<file path="src/rtl/aes_pkg.sv">
// rtl/aes_pkg.sv - GF(2^8) helpers, FSM state type and legal widths for the MixColumns engine.
package aes_pkg;

   localparam int WIDTH_128 = 128;
   localparam int WIDTH_192 = 192;
   localparam int WIDTH_256 = 256;
   localparam int COL_BITS  = 32;

   typedef enum logic [1:0] {
      ST_IDLE = 2'd0,
      ST_BUSY = 2'd1,
      ST_DONE = 2'd2
   } state_e;

   function automatic logic [7:0] xtime(input logic [7:0] a);
      return {a[6:0], 1'b0} ^ (a[7] ? 8'h1b : 8'h00);
   endfunction

   // Constants outside {2,3,9,b,d,e} fall through as multiply-by-one.
   function automatic logic [7:0] gf_mul(input logic [7:0] a, input logic [3:0] k);
      logic [7:0] x2;
      logic [7:0] x4;
      logic [7:0] x8;
      logic [7:0] p;
      x2 = xtime(a);
      x4 = xtime(x2);
      x8 = xtime(x4);
      case (k)
         4'h2:    p = x2;
         4'h3:    p = x2 ^ a;
         4'h9:    p = x8 ^ a;
         4'hb:    p = x8 ^ x2 ^ a;
         4'hd:    p = x8 ^ x4 ^ a;
         4'he:    p = x8 ^ x4 ^ x2;
         default: p = a;
      endcase
      return p;
   endfunction

endpackage

</file>
<file path="src/rtl/mix_single_column.sv">
// rtl/mix_single_column.sv - Combinational forward/inverse MixColumns on one 32-bit column.
module mix_single_column
   import aes_pkg::*;
(
   input  logic [31:0] column,
   input  logic        inv,
   output logic [31:0] mixed
);

   logic [7:0] a0;
   logic [7:0] a1;
   logic [7:0] a2;
   logic [7:0] a3;

   assign a0 = column[31:24];
   assign a1 = column[23:16];
   assign a2 = column[15:8];
   assign a3 = column[7:0];

   always_comb begin
      mixed = '0;
      if (inv) begin
         mixed[31:24] = gf_mul(a0, 4'he) ^ gf_mul(a1, 4'hb) ^ gf_mul(a2, 4'hd) ^ gf_mul(a3, 4'h9);
         mixed[23:16] = gf_mul(a0, 4'h9) ^ gf_mul(a1, 4'he) ^ gf_mul(a2, 4'hb) ^ gf_mul(a3, 4'hd);
         mixed[15:8]  = gf_mul(a0, 4'hd) ^ gf_mul(a1, 4'h9) ^ gf_mul(a2, 4'he) ^ gf_mul(a3, 4'hb);
         mixed[7:0]   = gf_mul(a0, 4'hb) ^ gf_mul(a1, 4'hd) ^ gf_mul(a2, 4'h9) ^ gf_mul(a3, 4'he);
      end else begin
         mixed[31:24] = gf_mul(a0, 4'h2) ^ gf_mul(a1, 4'h3) ^ a2 ^ a3;
         mixed[23:16] = a0 ^ gf_mul(a1, 4'h2) ^ gf_mul(a2, 4'h3) ^ a3;
         mixed[15:8]  = a0 ^ a1 ^ gf_mul(a2, 4'h2) ^ gf_mul(a3, 4'h3);
         mixed[7:0]   = gf_mul(a0, 4'h3) ^ a1 ^ a2 ^ gf_mul(a3, 4'h2);
      end
   end

endmodule

</file>
<file path="src/rtl/mix_columns_iter.sv">
// rtl/mix_columns_iter.sv - Iterative MixColumns/InvMixColumns engine, COLS_PER_CYCLE columns per clock.
module mix_columns_iter
   import aes_pkg::*;
#(
   parameter int WIDTH          = 128,
   parameter int COLS_PER_CYCLE = 1
)
(
   input  logic             clk_i,
   input  logic             rst_ni,
   input  logic             valid_i,
   output logic             ready_o,
   input  logic [WIDTH-1:0] data_i,
   input  logic             inv_i,
   output logic             valid_o,
   input  logic             ready_i,
   output logic [WIDTH-1:0] data_o
);

   localparam int NC    = WIDTH / COL_BITS;
   localparam int BEATS = NC / COLS_PER_CYCLE;
   localparam int CNT_W = (BEATS > 1) ? $clog2(BEATS) : 1;
   localparam int IDX_W = $clog2(NC);
   localparam logic [CNT_W-1:0] LAST_BEAT = CNT_W'(BEATS - 1);

   if (WIDTH != WIDTH_128 && WIDTH != WIDTH_192 && WIDTH != WIDTH_256) begin : g_bad_width
      $error("mix_columns_iter: WIDTH must be 128, 192 or 256");
   end
   if (COLS_PER_CYCLE < 1 || (NC % COLS_PER_CYCLE) != 0) begin : g_bad_cols
      $error("mix_columns_iter: COLS_PER_CYCLE must divide WIDTH/32");
   end

   state_e              state_q;
   state_e              state_d;
   logic [CNT_W-1:0]    beat_q;
   logic [WIDTH-1:0]    src_q;
   logic                inv_q;
   logic [31:0]         res_q    [NC];
   logic [31:0]         src_cols [NC];
   logic [IDX_W-1:0]    col_idx  [COLS_PER_CYCLE];
   logic [31:0]         col_sel  [COLS_PER_CYCLE];
   logic [31:0]         col_mix  [COLS_PER_CYCLE];
   logic                load;
   logic                step;

   // Column 0 sits in the most significant word, matching FIPS-197 byte order.
   for (genvar c = 0; c < NC; c++) begin : g_cols
      assign src_cols[c]                  = src_q[WIDTH-1-32*c -: 32];
      assign data_o[WIDTH-1-32*c -: 32]   = res_q[c];
   end

   for (genvar k = 0; k < COLS_PER_CYCLE; k++) begin : g_mix
      assign col_idx[k] = IDX_W'(beat_q) * IDX_W'(COLS_PER_CYCLE) + IDX_W'(k);
      assign col_sel[k] = src_cols[col_idx[k]];

      mix_single_column u_mix (
         .column (col_sel[k]),
         .inv    (inv_q),
         .mixed  (col_mix[k])
      );
   end

   always_comb begin
      state_d = state_q;
      load    = 1'b0;
      step    = 1'b0;
      ready_o = 1'b0;
      valid_o = 1'b0;
      case (state_q)
         ST_IDLE: begin
            ready_o = 1'b1;
            if (valid_i) begin
               load    = 1'b1;
               state_d = ST_BUSY;
            end
         end
         ST_BUSY: begin
            step = 1'b1;
            if (beat_q == LAST_BEAT) begin
               state_d = ST_DONE;
            end
         end
         ST_DONE: begin
            valid_o = 1'b1;
            if (ready_i) begin
               state_d = ST_IDLE;
            end
         end
         default: state_d = ST_IDLE;
      endcase
   end

   always_ff @(posedge clk_i) begin
      if (!rst_ni) begin
         state_q <= ST_IDLE;
         beat_q  <= '0;
         src_q   <= '0;
         inv_q   <= 1'b0;
         for (int c = 0; c < NC; c++) begin
            res_q[c] <= '0;
         end
      end else begin
         state_q <= state_d;
         if (load) begin
            src_q  <= data_i;
            inv_q  <= inv_i;
            beat_q <= '0;
         end
         if (step) begin
            for (int k = 0; k < COLS_PER_CYCLE; k++) begin
               res_q[col_idx[k]] <= col_mix[k];
            end
            beat_q <= beat_q + CNT_W'(1);
         end
      end
   end

endmodule

</file>
<file path="config.mk">
export PLATFORM = sky130hd
export DESIGN_NAME = mix_columns_iter
export DESIGN_NICKNAME = d
export VERILOG_FILES = /design/src/rtl/aes_pkg.sv /design/src/rtl/mix_single_column.sv /design/src/rtl/mix_columns_iter.sv
export SDC_FILE = /design/constraint.sdc
export NUM_CORES = 1
export LEC_CHECK = 0
export BUFFER_PORTS_ARGS = -buffer_cell sky130_fd_sc_hd__buf_4
export CAP_MARGIN = 0
export CORE_AREA = 4 4 183 185
export DETAILED_ROUTE_END_ITERATION = 8
export DIE_AREA = 0 0 187 189
export GPL_TIMING_DRIVEN = 1
export PLACE_DENSITY = 0.65
export SYNTH_ARGS = -nofsm -noshare
export SYNTH_HDL_FRONTEND = slang
export SYNTH_SLANG_ARGS = --single-unit
</file>
<file path="constraint.sdc">
create_clock -name clk_i -period 7.09 [get_ports clk_i]
set_input_delay 1.418 -clock clk_i [delete_from_list [all_inputs] [get_ports clk_i]]
set_output_delay 1.418 -clock clk_i [all_outputs]
set_load 0.005 [all_outputs]
</file>
# After elaboration in Yosys (flattened, before gate mapping)
# Memory sizes are Yosys's and may differ from the RTL's.
# Cells that the tools add are included.
op_classes:
  add_sub_neg: 1
  mul: 0
  div_mod_pow: 0
  order_cmp: 1
  n_eq_ne: 6
  n_shift: 0
  n_mux: 58
  bitwise_logic: 65
  reduce_logical: 4
ops:
  columns: ["operator", "count"]
  rows:
  - ["$xor A8 B8 Y8", 63]
  - ["$mux W8", 24]
  - ["$mux W32", 4]
  - ["$bmux W32 S2", 1]
  - ["$mux W5", 12]
  - ["$reduce_or A32 Y1", 1]
  - ["$mux W2", 6]
  - ["$mux W1", 10]
  - ["$xor A8 B5 Y8", 1]
  - ["$ne A2 B2 Y1 const B", 3]
  - ["$pmux W2 S3", 1]
  - ["$eq A2 B2 Y1 const B", 2]
  - ["$ge A3 B3 Y1 const B", 1]
  - ["$not A2 Y3", 1]
  - ["$reduce_and A3 Y1", 1]
  - ["$add A2 B1 Y2 const B", 1]
  - ["$eq A2 B1 Y1 const B", 1]
  - ["$logic_not A2 Y1", 1]
  - ["$reduce_bool A2 Y1", 1]
totals:
  register_bits: 133
  latchBits: 0
  mem_bits_rw: 128
  rom_bits: 0
  output_inout_bits: 130
  mem_count: 1
memory_table:
  columns: ["name", "depth", "word_bits", "read_ports", "rd_ports_with_merged_regs", "write_ports", "line", "source"]
  rows:
  - ["res_q", 4, 32, 4, 0, 4, "mix_columns_iter.sv:38", "logic [31:0] res_q [NC];"]

# Depth between registers and ports, before layout
# Gate-level depths: netlist (run 1).
logic_depth:
  word_depth: 18
  ltp_mapped: 12
  depth_no_buf: 7

# Modules after synthesis
# Synthesis (run 1) repeated with hierarchy kept, for this count alone.
hier_totals:
  cells_unflattened: 1163
  area_unflattened_um2: 12927.4
by_module_without_submodules:
  columns: ["module", "instances", "cells_each", "area_each_um2", "seq_area_each_um2"]
  rows:
  - ["mix_columns_iter", 1, 938, 10856.7, 6506.2]
  - ["mix_single_column", 1, 225, 2070.7, 0.0]

# Worst setup path after synthesis (run 1)
# No wires, ideal clock.
synth_path:
  kind: "in2reg"
  start: "input rst_ni"
  end: "memory res_q[0][0], enable pin"
  setup_ns: 0.389
  t_arrival_ns: 2.912
  path_slack_ns: 3.788
  cell_stages: 5
  path_buffers: 2
  path_cell_list: "nand2_1 or3_1 clkbuf_1 clkbuf_1 nand2_1"
synth_rtl:
  columns: ["element", "line", "source"]
  rows:
  - ["start, declared", "mix_columns_iter.sv:10", "input logic rst_ni,"]
  - ["end, declared", "mix_columns_iter.sv:38", null]

==> metrics.csv, run 1 <==
metric,value,unit
min_from,src_cols[55],
max_freq,236.6,MHz
synth_largest_area_cell,edfxtp_1,
drive_gt1_frac,0.2681,
drc,0,
start_util,0.3953,
outcome,"finished, final reports clean",
rsz0062_at_grt,false,
routabilityCongestion,0.8730,
grt_pass1_wl,53.21,mm
port_buffers,262,
crit_path_start_kind,flop,
cp.arrival,4.50,ns
overflow,0,
grt_max_degree,115,
multi_input_area,5774,um^2
critPathMaxStageDelay,0.99,ns
critPathSlowestCell,dfxtp_2,
cts_root_buf,clkbuf_16,
synth_edf_count,128,
period_share,0.5961,
via_per_inst,4.894,
slew_headroom,0.2381,
post-cts-setup-buffer-count,0,
antenna_found_initial,0,
cts_tree,yes,
core_area,32040,um^2
place_area,14900,um^2
vdd_ir_drop_max,190.0,uV
ys.flop_type,dfxtp_1,
htree_levels,1,
cts_hold_buf,0,
finalHoldViolCount,0,
grtUsageTotal,0.1911,
synth_most_common_cell,nand2_1,
slew_violations,0,
vias,8824,
drv_cap,0,
routed_wl,34.88,mm
syn-cell-area,12670,um^2
die_h,189,um
cp_max_fo,27,
fp-row-count,66,
drtIter0Drc,676,
crit_family,XOR/XNOR gates,
crit_required,7.37,ns
tns,0,ns
num_antenna_cells,0,
regArea,6509,um^2
cts-buffers-inserted,29,
fin_area,15830,um^2
utilization,0.4940,
synth_cells,1142,
clk_latency,0.54,ns
cts_repair_resize_count,0,
syn_avg_cell_area,11.09,um^2
fin_nets,1507,
path_class,flop to flop,
synth_seq_cells,261,
wl_per_cell,19.34,um
min_period,4.226,ns
clock_sinks,261,
p_leak,6.401,nW
clockBufferDepth,3,
netlist_top_cells_area,"edfxtp_1 30%, dfxtp_1 21%, nand2_1 8.4%",
tightest_slew,1.143,ns
clk_pin_slew,0.06,ns
r2r-start,beat_q[1],
synth_seq_area_share,0.5136,
synth_nets,1276,
hpwlAfterDp,25.40,mm
synth_common_cells,"282 x nand2_1, 133 x dfxtp_1, 129 x a21boi_0, 128 x edfxtp_1, 114 x nor2_1",
critPathBufInv,1,
hold_class,flop to flop,
fin_cells,1803,
first_pass_iters,5,
area_delta_synth_final,24.96,%
dieArea,35340,um^2
crit_chain,buf_4 > mux4_2 > xor2_2 > xnor3_1 > xnor3_1 > mux2i_4 > xor2_1 > nor2_1,
finalSetupViolCount,0,
yosysWarnings,0,
clock_skew,0.01668,ns
die_w,187,um
crit_start,beat_q[1],
num-fill-cells,2946,
endpoint_kind,flop,
placedCellCount,1750,
ys_types,39,
async_flop_share,0,
cp_common_cell,xnor3_1,
power_density,268.5,nW/um^2
synth_top_area_frac,0.3034,
grt_pass1_vias,9026,
io_pins,263,
postRouteAntennaNets,0,
[flip-flops by register name (all words and copies together) (netlist names)]
name and count:
inv_q 1, state_q 2, res_q 128, beat_q 2
src_cols 128
[stage by stage]
step	worst slack, ns	power, mW	hold WS (ns)
after global placement	2.895	2.851	0.4488
final	2.864	4.250	0.4600
after floorplan	3.788	2.499	0.4402
after detailed placement	2.805	2.853	0.4559
after global routing	2.590	4.428	0.4781
after CTS	2.802	4.286	0.4646
[path summary, 6_finish.rpt]
| kind | to | slack, ns | cells after the start |
|---|---|---|---|
| worst max-delay path | res_q[1][11] | 2.86 | 8 |
| worst min-delay path | src_cols[55] | 0.46 | 2 |
| worst max register to register | res_q[1][11] | 2.86 | 8 |
| worst min register to register | src_cols[55] | 0.46 | 2 |
[per-layer routing]
layer,GRT usage,part of all wire
met5,0,0
met3,0.04167,0.070
met4,0.03185,0.015
met1,0.2706,0.46
met2,0.3097,0.46
[area by class of cell]
class | instances | share of cell area
sequential | 261 | 0.4112
multi-input combinational | 795 | 0.3648
clock inverter | 10 | 0.004189
tap | 408 | 0.03225
inverter | 10 | 0.002371
clock buffer | 43 | 0.05430
timing repair buffer | 276 | 0.1309
[placed cells by master (no fill, tap or decap), types with 2 or more instances in the layout]
cell / instances
dfxtp_2: 2
mux2i_1: 5
xor2_1: 38
dfxtp_1: 131
clkbuf_1: 7
xnor3_1: 31
or3_1: 2
xnor2_4: 3
a21o_1: 3
buf_4: 276
mux4_2: 32
clkinvlp_4: 5
clkbuf_8: 6
o21ai_0: 3
inv_1: 9
xnor2_2: 8
and2_1: 2
nand3_1: 3
nor2b_1: 5
clkbuf_16: 30
xor3_1: 2
edfxtp_1: 128
a21oi_1: 14
nand2b_1: 3
xnor2_1: 105
clkinv_2: 4
nor2_1: 114
a21boi_0: 129
nand2_1: 281
[worst reg2reg max path, stage by stage (launching register included)]
cell     delay [ns]
dfxtp_2        0.99
buf_4          0.38
mux4_2         0.70
xor2_2         0.40
xnor3_1        0.51
xnor3_1        0.39
mux2i_4        0.20
xor2_1         0.33
nor2_1         0.09
[logic make-up after synthesis]
kind of cell	synth area share
mux	0.06371
fa+ha+maj	0.0009876
simple gates	0.1260
compound gates	0.08653
xor+xnor	0.1778
buf+inv	0.03131
flops	0.5136
[report_power, final]
group | internal (mW) | total [mW] | switching [mW]
registers | 1.68 | 1.73 | 0.0458
logic | 0.525 | 1.09 | 0.563
clock network | 0.838 | 1.43 | 0.593
total | 3.05 | 4.25 | 1.20
Power figures use the tool's default switching activity.
==> inputs of run 2 (changes only) <==
==> constraint.sdc (replaced) <==
create_clock -name clk_i -period 3.94 [get_ports clk_i]
set_input_delay 0.788 -clock clk_i [delete_from_list [all_inputs] [get_ports clk_i]]
set_output_delay 0.788 -clock clk_i [all_outputs]
set_load 0.005 [all_outputs]
==> run 2 against run 1 <==
  * Critical path depth is the same
  * Clock skew decreased by 0.0077 ns
  * Register-to-register slack worse by 2.4 ns
  * Flip-flop and latch count stayed put
  * Via count is 0.76% higher
  * Global-route usage about the same
  * Die area is the same
  * Hold slack better by 0.0018 ns
  * Critical endpoint is now res_q[0][20]
  * Largest cell class unchanged
==> metrics.csv, run 2 (synthesis results as in run 1) <==
metric,value,unit
layout_setup_ws,0.4305,ns
p_switching,2.157,mW
crit_required,4.21,ns
internal_power,5.725,mW
hpwlAfterDp,25.52,mm
cts_hold_buf,0,
cp.arrival,3.78,ns
drc,0,
vias,8891,
whs,0.4618,ns
post-cts-setup-buffer-count,0,
die_w,187,um
cp_max_fo,31,
wl_per_cell,19.10,um
port_buffers,262,
holdPathStages,2,
area_delta_synth_final,26.63,%
htree_levels,1,
drtIter0Drc,666,
dieArea,35340,um^2
fp-row-count,66,
mostFrequentLayoutCell,buf_4,
antenna_found_initial,0,
cts-buffers-inserted,28,
seqPwrFrac,0.394,
r2r_cells,8,
fin_area,16040,um^2
cts_root_buf,clkbuf_16,
tns,0,ns
io_pins,263,
clock_skew,0.009002,ns
period_share,0.8907,
grt_pass1_vias,8883,
postRouteAntennaNets,0,
vdd_ir_drop_max,317.3,uV
cts_tree,yes,
hold_class,flop to flop,
comb_power_share,0.254,
routabilityCongestion,0.9118,
clk_latency,0.54,ns
outcome,"finished, final reports clean",
sw_frac_of_total,0.2736,
core_area,32040,um^2
num_antenna_cells,0,
max_freq,284.9,MHz
first_pass_iters,5,
power_density,491.4,nW/um^2
num-fill-cells,2963,
grt_pass1_wl,53.23,mm
placedCellCount,1765,
via_per_inst,4.893,
drv_cap,0,
crit_start,beat_q[1],
finalHoldViolCount,0,
mostFrequentLayoutCells,"288 x buf_4, 281 x nand2_1, 131 x dfxtp_1",
routed_wl,34.70,mm
reg2reg_to,res_q[0][20],
clk_pin_slew,0.06,ns
clock_sinks,261,
slew_headroom,0.4424,
cts_repair_resize_count,0,
clockBufferDepth,3,
rsz0062_at_grt,false,
fin_cells,1817,
dp_slack,0.4728,ns
grtUsageTotal,0.1910,
slew_violations,0,
r2r_slack,0.43,ns
r2r-start,beat_q[1],
path_class,flop to flop,
min_period,3.510,ns
start_util,0.3953,
place_area,15050,um^2
crit_path_start_kind,flop,
tightest_slew,0.8364,ns
min_from,src_cols[106],
die_h,189,um
drive_gt1_frac,0.2747,
overflow,0,
p_leak,6.523,nW
endpoint_kind,flop,
whs_endpoint,src_cols[106],
fin_nets,1521,
finalSetupViolCount,0,
clkPwrFrac,0.352,
grt_max_degree,79,
[run 2: how the worst max path moves through the flow]
stage | end | depth (start not counted) | slack (ns)
2_1_floorplan | res_q[1][11] | 10 | 0.71
3_3_place_gp | res_q[0][20] | 8 | 0.49
3_5_place_dp | res_q[0][20] | 8 | 0.47
4_1_cts | res_q[0][20] | 8 | 0.44
5_1_grt | res_q[2][20] | 8 | 0.27
6_report | res_q[0][20] | 8 | 0.43
[run 2: stage by stage]
| step | total power, mW | util |
|---|---|---|
| final | 7.882 | 0.5006 |
| after CTS | 7.945 | 0.5006 |
| after floorplan | 4.497 | - |
| after detailed placement | 5.167 | 0.4698 |
| after global placement | 5.160 | 0.4698 |
| after global routing | 8.210 | 0.5006 |
[run 2: per-layer routing]
layer | vias to the layer above | global-route usage | wire (um) | part of all wire
met1 | 4247 | 0.2770 | 15980 | 0.46
met3 | 31 | 0.04259 | 2552 | 0.074
li1 | 4295 | - | - | -
met4 | 0 | 0.02730 | 387 | 0.011
met5 | - | 0 | 0 | 0
met2 | 318 | 0.3036 | 15770 | 0.45
[run 2: layout make-up]
type | count | area (um^2) | area share
Sequential cell | 261 | 6509 | 0.4058
Tap cell | 408 | 510.5 | 0.03183
Timing Repair Buffer | 291 | 2222 | 0.1385
Multi-Input combinational cell | 795 | 5774 | 0.3600
Inverter | 10 | 37.54 | 0.002340
Clock inverter | 17 | 209.0 | 0.01303
Clock buffer | 35 | 778.2 | 0.04852
[run 2: worst max-delay path, stage by stage (launching register included)]
cell     delay, ns
dfxtp_2       0.35
buf_12        0.24
mux4_2        0.69
xnor2_4       0.31
xnor3_1       0.55
xor3_2        0.49
mux2i_1       0.16
xnor2_1       0.31
nor2_1        0.09
[run 2: power by group through the flow]
stage	Clock, mW	Combinational [mW]	Sequential [mW]
floorplan	0	1.35	3.15
global placement	0	1.99	3.17
detailed placement	0	2.00	3.17
CTS	2.82	2.01	3.11
global route	2.94	2.15	3.13
finish	2.77	2.00	3.11
